## config.mk

```make
export PLATFORM = sky130hd
export DESIGN_NAME = xor_stream_unit_flat
export DESIGN_NICKNAME = d
export VERILOG_FILES = /design/src/rtl/xor_stream_unit_pkg.sv /design/src/rtl/xor_stream_unit_if.sv /design/src/rtl/xor_core.sv /design/src/rtl/xor_stream_unit.sv /design/src/flat_wrapper.sv
export SDC_FILE = /design/constraint.sdc
export NUM_CORES = 1
export LEC_CHECK = 0
export CORE_MARGIN = 4
export CORE_UTILIZATION = 47
export CTS_BUF_LIST = sky130_fd_sc_hd__clkbuf_8
export CTS_CLUSTER_SIZE = 25
export DETAILED_ROUTE_END_ITERATION = 10
export PLACE_DENSITY = 0.89
export SKIP_CTS_REPAIR_TIMING = 1
export SLEW_MARGIN = 20
export SYNTH_ARGS = -nofsm -noshare
export SYNTH_HDL_FRONTEND = slang
export SYNTH_HIERARCHICAL = 1
export SYNTH_SLANG_ARGS = --single-unit
export TNS_END_PERCENT = 1
```

## constraint.sdc

```tcl
create_clock -name clk -period 2.1 [get_ports clk]
set_input_delay 0.42 -clock clk [delete_from_list [all_inputs] [get_ports clk]]
set_output_delay 0.42 -clock clk [all_outputs]
set_load 0.01 [all_outputs]
```

## src/rtl/xor_stream_unit_pkg.sv

```systemverilog
// Shared mode and state encodings for the xor stream unit.
// Imported by the interface, the core and the top.
package xor_stream_unit_pkg;

  typedef enum logic [1:0] {
    MODE_XOR    = 2'd0,
    MODE_PARITY = 2'd1,
    MODE_ACCUM  = 2'd2,
    MODE_XNOR   = 2'd3
  } mode_e;

  typedef enum logic {
    ST_IDLE  = 1'b0,
    ST_FRAME = 1'b1
  } state_e;

endpackage

```

## src/rtl/xor_stream_unit_if.sv

```systemverilog
// Operand/result stream bundle for the xor stream unit.
// slave = block side, master = producer/consumer side.
interface xor_stream_unit_if #(
  parameter int WIDTH = 8
);
  import xor_stream_unit_pkg::*;

  logic             in_valid;
  logic             in_ready;
  mode_e            in_mode;
  logic             in_last;
  logic [WIDTH-1:0] in_a;
  logic [WIDTH-1:0] in_b;
  logic             out_valid;
  logic             out_ready;
  logic [WIDTH-1:0] out_y;
  mode_e            out_mode;

  modport slave (
    input  in_valid, in_mode, in_last,
    input  in_a, in_b, out_ready,
    output in_ready, out_valid,
    output out_y, out_mode
  );

  modport master (
    output in_valid, in_mode, in_last,
    output in_a, in_b, out_ready,
    input  in_ready, out_valid,
    input  out_y, out_mode
  );

endinterface

```

## src/rtl/xor_core.sv

```systemverilog
// Combinational per-beat result for one lane.
// ACCUM yields acc ^ a ^ b, which is also the next acc value.
module xor_core
  import xor_stream_unit_pkg::*;
#(
  parameter int WIDTH = 8
) (
  input  mode_e            mode_i,
  input  logic [WIDTH-1:0] a_i,
  input  logic [WIDTH-1:0] b_i,
  input  logic [WIDTH-1:0] acc_i,
  output logic [WIDTH-1:0] y_o
);

  logic [WIDTH-1:0] ab;

  assign ab = a_i ^ b_i;

  always_comb begin
    y_o = ab;
    unique case (mode_i)
      MODE_XOR:    y_o = ab;
      MODE_PARITY: begin
        y_o    = '0;
        y_o[0] = ^ab;
      end
      MODE_ACCUM:  y_o = acc_i ^ ab;
      MODE_XNOR:   y_o = ~ab;
    endcase
  end

endmodule

```

## src/rtl/xor_stream_unit.sv

```systemverilog
// Registered xor/parity/checksum/xnor stream unit with
// a single-stage backpressured output register.
module xor_stream_unit
  import xor_stream_unit_pkg::*;
#(
  parameter int WIDTH = 8
) (
  input  logic             clk,
  input  logic             rst,
  xor_stream_unit_if.slave s,
  output logic             busy
);

  state_e           state_q;
  logic [WIDTH-1:0] acc_q;
  logic             out_valid_q;
  logic [WIDTH-1:0] out_y_q;
  mode_e            out_mode_q;

  logic [WIDTH-1:0] res_d;
  logic             accept;
  logic             is_accum;
  logic             produce;

  xor_core #(.WIDTH(WIDTH)) u_core (
    .mode_i (s.in_mode),
    .a_i    (s.in_a),
    .b_i    (s.in_b),
    .acc_i  (acc_q),
    .y_o    (res_d)
  );

  assign s.in_ready = !rst && (!out_valid_q || s.out_ready);
  assign accept     = s.in_valid && s.in_ready;
  assign is_accum   = (s.in_mode == MODE_ACCUM);
  assign produce    = accept && (!is_accum || s.in_last);

  always_ff @(posedge clk) begin
    if (rst) begin
      state_q     <= ST_IDLE;
      acc_q       <= '0;
      out_valid_q <= 1'b0;
      out_y_q     <= '0;
      out_mode_q  <= MODE_XOR;
    end else begin
      if (produce) begin
        out_valid_q <= 1'b1;
        out_y_q     <= res_d;
        out_mode_q  <= s.in_mode;
      end else if (s.out_ready) begin
        out_valid_q <= 1'b0;
      end
      // Non-ACCUM beats leave the open frame untouched
      if (accept && is_accum) begin
        if (s.in_last) begin
          acc_q   <= '0;
          state_q <= ST_IDLE;
        end else begin
          acc_q   <= res_d;
          state_q <= ST_FRAME;
        end
      end
    end
  end

  assign s.out_valid = out_valid_q;
  assign s.out_y     = out_y_q;
  assign s.out_mode  = out_mode_q;
  assign busy        = (state_q == ST_FRAME);

endmodule
```

## src/flat_wrapper.sv

```systemverilog
// flat-port wrapper written by rule: the top's interface ports become plain ports
module xor_stream_unit_flat import xor_stream_unit_pkg::*;
#(
  parameter int WIDTH = 8
)
  (clk, rst, busy, s_in_valid, s_in_mode, s_in_last, s_in_a, s_in_b, s_out_ready, s_in_ready, s_out_valid, s_out_y, s_out_mode);
  xor_stream_unit_if #(.WIDTH(WIDTH)) s_i ();
  input  logic clk;
  input  logic rst;
  output logic busy;
  input wire logic [$bits(s_i.in_valid)-1:0] s_in_valid;
  input wire logic [$bits(s_i.in_mode)-1:0] s_in_mode;
  input wire logic [$bits(s_i.in_last)-1:0] s_in_last;
  input wire logic [$bits(s_i.in_a)-1:0] s_in_a;
  input wire logic [$bits(s_i.in_b)-1:0] s_in_b;
  input wire logic [$bits(s_i.out_ready)-1:0] s_out_ready;
  output wire logic [$bits(s_i.in_ready)-1:0] s_in_ready;
  output wire logic [$bits(s_i.out_valid)-1:0] s_out_valid;
  output wire logic [$bits(s_i.out_y)-1:0] s_out_y;
  output wire logic [$bits(s_i.out_mode)-1:0] s_out_mode;
  assign s_i.in_valid = s_in_valid;
  assign s_i.in_mode = s_in_mode;
  assign s_i.in_last = s_in_last;
  assign s_i.in_a = s_in_a;
  assign s_i.in_b = s_in_b;
  assign s_i.out_ready = s_out_ready;
  assign s_in_ready = s_i.in_ready;
  assign s_out_valid = s_i.out_valid;
  assign s_out_y = s_i.out_y;
  assign s_out_mode = s_i.out_mode;
  xor_stream_unit #(.WIDTH(WIDTH)) u_core (.clk(clk), .rst(rst), .s(s_i), .busy(busy));
endmodule
```

=== Word level (Yosys, flattened, before mapping) ===
Cells that the tools add are included.

* Input bits: 23
* Output and inout bits: 13
* Flip-flop bits (word level): 20

* Equality and inequality tests: 3
* Multiplexer cells: 5
* Bitwise operators: 3
* Reduce and logical (&&, ||, !) cells: 12

{| class="wikitable"
|+ Operator list
! kind !! count
|-
| $pmux 8 s4 || 1
|-
| $xor 8x8->8 || 2
|-
| $mux 8 || 1
|-
| $not 8->8 || 1
|-
| $reduce_xor 8->1 || 1
|-
| $eq 2x2->1 const B || 2
|-
| $logic_and 1x1->1 || 4
|-
| $logic_not 1->1 || 3
|-
| $mux 1 || 3
|-
| $eq 2x1->1 const B || 1
|-
| $logic_not 2->1 || 1
|-
| $logic_or 1x1->1 || 2
|-
| $reduce_bool 2->1 || 1
|}

=== Depth between registers and ports, before layout ===
* Depth after elaboration: 6
* Gate-level depth with buffers: 6

=== Modules after synthesis ===
The synthesis kept the hierarchy.

{| class="wikitable"
|+ Modules (own cells, without submodules)
! module !! cells each !! area each (um^2) !! times used
|-
| xor_stream_unit || 64 || 782.0 || 1
|-
| xor_core || 48 || 327.8 || 1
|}

=== Worst setup path before layout ===
No wires, ideal clock.

* Path kind: input to register
* Start: in s_in_b[0]
* End: reg u_core.out_y_q[0] (netlist: u_core/s.out_y[0])
* Required time: 2.042 ns
* Setup slack: 0.323 ns
* Setup time: 0.058 ns
* Arrival: 1.720 ns
* Stages: 6
* Cell sequence: xnor2_1 xnor2_1 xor2_1 xor3_1 a31oi_1 mux2_4

* Longest elaborated chain between the ends: 3

{| class="wikitable"
|+ RTL lines
! what !! line !! text
|-
| start, declared || flat_wrapper.sv:15 || <nowiki>input wire logic [$bits(s_i.in_b)-1:0] s_in_b;</nowiki>
|-
| $xor 8x8->8 * || xor_core.sv:17 || <nowiki>assign ab = a_i ^ b_i;</nowiki>
|-
| $reduce_xor 8->1 (tied with other cells) || xor_core.sv:25 || <nowiki>y_o[0] = ^ab;</nowiki>
|-
| $pmux 8 s4 * || xor_core.sv:21 || <nowiki>unique case (mode_i)</nowiki>
|-
| via u_core.res_d[0] || xor_stream_unit.sv:20 || <nowiki>logic [WIDTH-1:0] res_d;</nowiki>
|-
| end signal, assigned || xor_stream_unit.sv:48 || <nowiki>out_y_q <= res_d;</nowiki>
|-
| end, declared || xor_stream_unit.sv:17 || <nowiki>logic [WIDTH-1:0] out_y_q;</nowiki>
|}

The timed path passes the listed nets; every way through them passes the cells marked *.
A chain may end at the register's enable or synchronous reset.

=== Worst setup path after layout ===
* Start: in s_out_ready
* End: out s_in_ready

* Longest elaborated chain between the ends: 2

{| class="wikitable"
|+ RTL lines
! what !! line !! text
|-
| start, declared || flat_wrapper.sv:16 || <nowiki>input wire logic [$bits(s_i.out_ready)-1:0] s_out_ready;</nowiki>
|-
| $logic_or 1x1->1 || xor_stream_unit.sv:33 || <nowiki>assign s.in_ready = !rst && (!out_valid_q || s.out_ready);</nowiki>
|-
| $logic_and 1x1->1 || xor_stream_unit.sv:33 ||
|-
| end, declared || flat_wrapper.sv:17 || <nowiki>output wire logic [$bits(s_i.in_ready)-1:0] s_in_ready;</nowiki>
|}

No other way between the ends.

==> results.sh <==
export IMPL_layout_min_cycle_time_ps=2040
export IMPL_ys_top_cells_by_count="dfxtp_1 (20), nor2b_1 (10)"
export IMPL_tightestPinTransition_ps=467
export IMPL_fin_ws_ps=57.6
export IMPL_synth_async_reset_ratio_pct=0
export IMPL_hold_viol_final=0
export IMPL_seq_area_frac_synth_pct=36.1
export IMPL_timing_hold_worst_endpoint="u_core/busy$_SDFFE_PP0P_"
export IMPL_initial_core_util_pct=49.7
export IMPL_fin_nets=185
export IMPL_cts_sinks=20
export IMPL_dpl_cell_count=184
export IMPL_hold_path_cell_count=1
export IMPL_skew_ps=5.14
export IMPL_cp_num_cells=4
export IMPL_cp_data_arrival_time_ps=1620
export IMPL_grt_util_all_layers_pct=19.4
export IMPL_ir_worst_vdd_uv=586
export IMPL_fillers=160
export IMPL_crit_top_cell="clkdlybuf4s50_1"
export IMPL_htreeDepth=1
export IMPL_core_um2=2230
export IMPL_critical_path_class="in -> out"
export IMPL_ys_types=27
export IMPL_synth_top_flop_cell="dfxtp_1"
export IMPL_place_area_um2=1570
export IMPL_overflow=0
export IMPL_drtIter0Drc=27
export IMPL_r2r_end="u_core/acc_q[5]$_SDFFE_PP0P_"
export IMPL_routed_via_density=5.41
export IMPL_rr_worst_depth=4
export IMPL_synth_edf_count=0
export IMPL_critPathBufInv=2
export IMPL_io_buffers=35
export IMPL_cp_start_kind="input port"
export IMPL_cpMaxStageDelayCell="clkdlybuf4s50_1"
export IMPL_syn_area_per_cell_um2=9.91
export IMPL_r2r_setup_slack_ps=760
export IMPL_ys_seq_elements=20
export IMPL_p_leak_uw=0.000699
export IMPL_final_max_slew_violation_count=0
export IMPL_drive_above_1_share_pct=21.7
export IMPL_max_slew_margin_pct=68.8
export IMPL_yosys_warnings=6
export IMPL_worstReg2RegStart="u_core/s.out_valid$_SDFFE_PP0P_"
export IMPL_power_per_cell_area_nw_per_um2=674
export IMPL_grt_pass1_wl_um=4800
export IMPL_finalPower_uw=1130
export IMPL_synth_cells=112
export IMPL_num_rows=17
export IMPL_clk_latency_ps=260
export IMPL_cts_tree="yes"
export IMPL_clk_pin_slew_ps=80
export IMPL_drtAntennaViolNets=0
export IMPL_grt_pass1_vias=1059
export IMPL_clock_tree_root_cell="clkbuf_8"
export IMPL_hold_start="u_core/busy$_SDFFE_PP0P_"
export IMPL_synth_top_area_cell="dfxtp_1"
export IMPL_synth_area_um2=1110
export IMPL_die_w_um=56.6
export IMPL_antenna_found_initial=0
export IMPL_setup_viol=0
export IMPL_io_pins=36
export IMPL_die_area_um2=3200
export IMPL_crit_required_ps=1680
export IMPL_drt_first_pass_iters=5
export IMPL_synthTopCellsByArea="dfxtp_1 (36%), mux2_4 (11%), a22o_1 (6.3%)"
export IMPL_cp_end_kind="primary output"
export IMPL_design_area_um2=1670
export IMPL_fin_crit_sh_pct=97.3
export IMPL_slowest_delay_ps=550
export IMPL_cap_viol_max_count=0
export IMPL_area_growth_synth_to_final_pct=50.7
export IMPL_fmax_mhz=490
export IMPL_crit_chain="clkdlybuf4s50_1, nor2b_1, nor2_1, clkdlybuf4s50_1"
export IMPL_numCtsBuffers=3
export IMPL_synth_top_area_share_pct=36.1
export IMPL_path_delay_family="buffers and inverters"
export IMPL_drcViolationCount=0
export IMPL_antenna_cells=0
export IMPL_status="finished, final reports clean"
export IMPL_synthesis_nets=135
export IMPL_gp_congestion=0.805
export IMPL_grt_max_degree=20
export IMPL_crit_fanout=2
export IMPL_cts_buffer_depth=2
export IMPL_totalWireLength_um=2940
export IMPL_pre_cts_ws_ps=-240
export IMPL_num_vias=1022
export IMPL_min_delay_path_class="reg -> reg"
export IMPL_rsz0062_at_grt="no"
export IMPL_wl_per_cell_um=15.6
export IMPL_yosysMostFrequentCell="dfxtp_1"
export IMPL_hpwl_um=2090
export IMPL_fin_cells=189
export IMPL_die_height_um=56.6
## cell usage in the layout (no fill, tap or decap), drive strengths merged, types with 3 or more instances in the layout
| master | synthesis | layout |
|---|---|---|
| a21o | 3 | 3 |
| a21oi | 8 | 8 |
| a22o | 8 | 8 |
| buf | 2 | 15 |
| clkbuf | 3 | 3 |
| clkdlybuf4s50 | 0 | 35 |
| dfxtp | 20 | 20 |
| inv | 3 | 3 |
| mux2 | 8 | 8 |
| nand2 | 5 | 5 |
| nor2b | 10 | 10 |
| o21ai | 13 | 13 |
| xnor2 | 5 | 5 |
| xor2 | 9 | 9 |
## power by group
part | leakage (uW) | internal, uW | total (uW) | switching [uW]
clock network | 0.0000357 | 255 | 392 | 137
registers | 0.000163 | 401 | 412 | 11.2
logic | 0.000500 | 194 | 323 | 130
## worst register-to-register path: stages (launching register included)
cell and delay (ps):
dfxtp_1 340, nor2b_1 150, buf_4 140, nor3b_4 420
a22o_1 230
## registers in the layout (all words and copies together) (netlist names)
| name | flops |
|---|---|
| u_core/s.out_mode | 2 |
| u_core/busy | 1 |
| u_core/s.out_y | 8 |
| u_core/acc_q | 8 |
| u_core/s.out_valid | 1 |
## final cells by class
cell class / instances / area, um^2 / area share [%]
clock buffer: 3 / 41.3 / 2.47
sequential: 20 / 400 / 23.9
inverter: 3 / 11.3 / 0.673
clock inverter: 1 / 30.0 / 1.80
timing repair buffer: 50 / 463 / 27.7
multi-input combinational: 84 / 692 / 41.4
tap: 28 / 35.0 / 2.09
## how the worst max path moves through the flow
| stage | from | slack (ps) | end |
|---|---|---|---|
| 2_1_floorplan | s_in_b[0] | 320 | u_core/s.out_y[0]$_SDFFE_PP0P_ |
| 3_3_place_gp | s_in_b[2] | -170 | u_core/s.out_y[0]$_SDFFE_PP0P_ |
| 3_5_place_dp | s_in_b[2] | -240 | u_core/s.out_y[0]$_SDFFE_PP0P_ |
| 4_1_cts | s_in_a[5] | 20 | u_core/s.out_y[0]$_SDFFE_PP0P_ |
| 5_1_grt | s_out_ready | 8 | s_in_ready |
| 6_report | s_out_ready | 60 | s_in_ready |
## routing by layer
metal / wire length [um] / global-route usage [%]
met5: 0 / 0
met4: 48 / 8.14
met3: 119 / 3.22
met2: 1570 / 36.3
met1: 1200 / 21.2
## stage by stage
| step | setup TNS [ps] | utilization (%) | hold slack, ps |
|---|---|---|---|
| 2_1_floorplan | 0 | - | 443 |
| 3_3_place_gp | -324 | 70.1 | 437 |
| 3_5_place_dp | -466 | 70.1 | 452 |
| 4_1_cts | 0 | 73.3 | 468 |
| 5_1_grt | 0 | 74.9 | 480 |
| 6_report | 0 | 74.9 | 465 |
## kinds of logic after synthesis
group,Yosys count,share of synthesized area (%)
flip-flops,20,36.1
multiplexers,8,10.8
AND/OR/NAND/NOR,23,13.3
AO/OA/AOI/OAI,38,21.8
XOR/XNOR,15,13.9
buffers and inverters,8,4.17
Note: power is estimated with default switching activity, not from simulation.
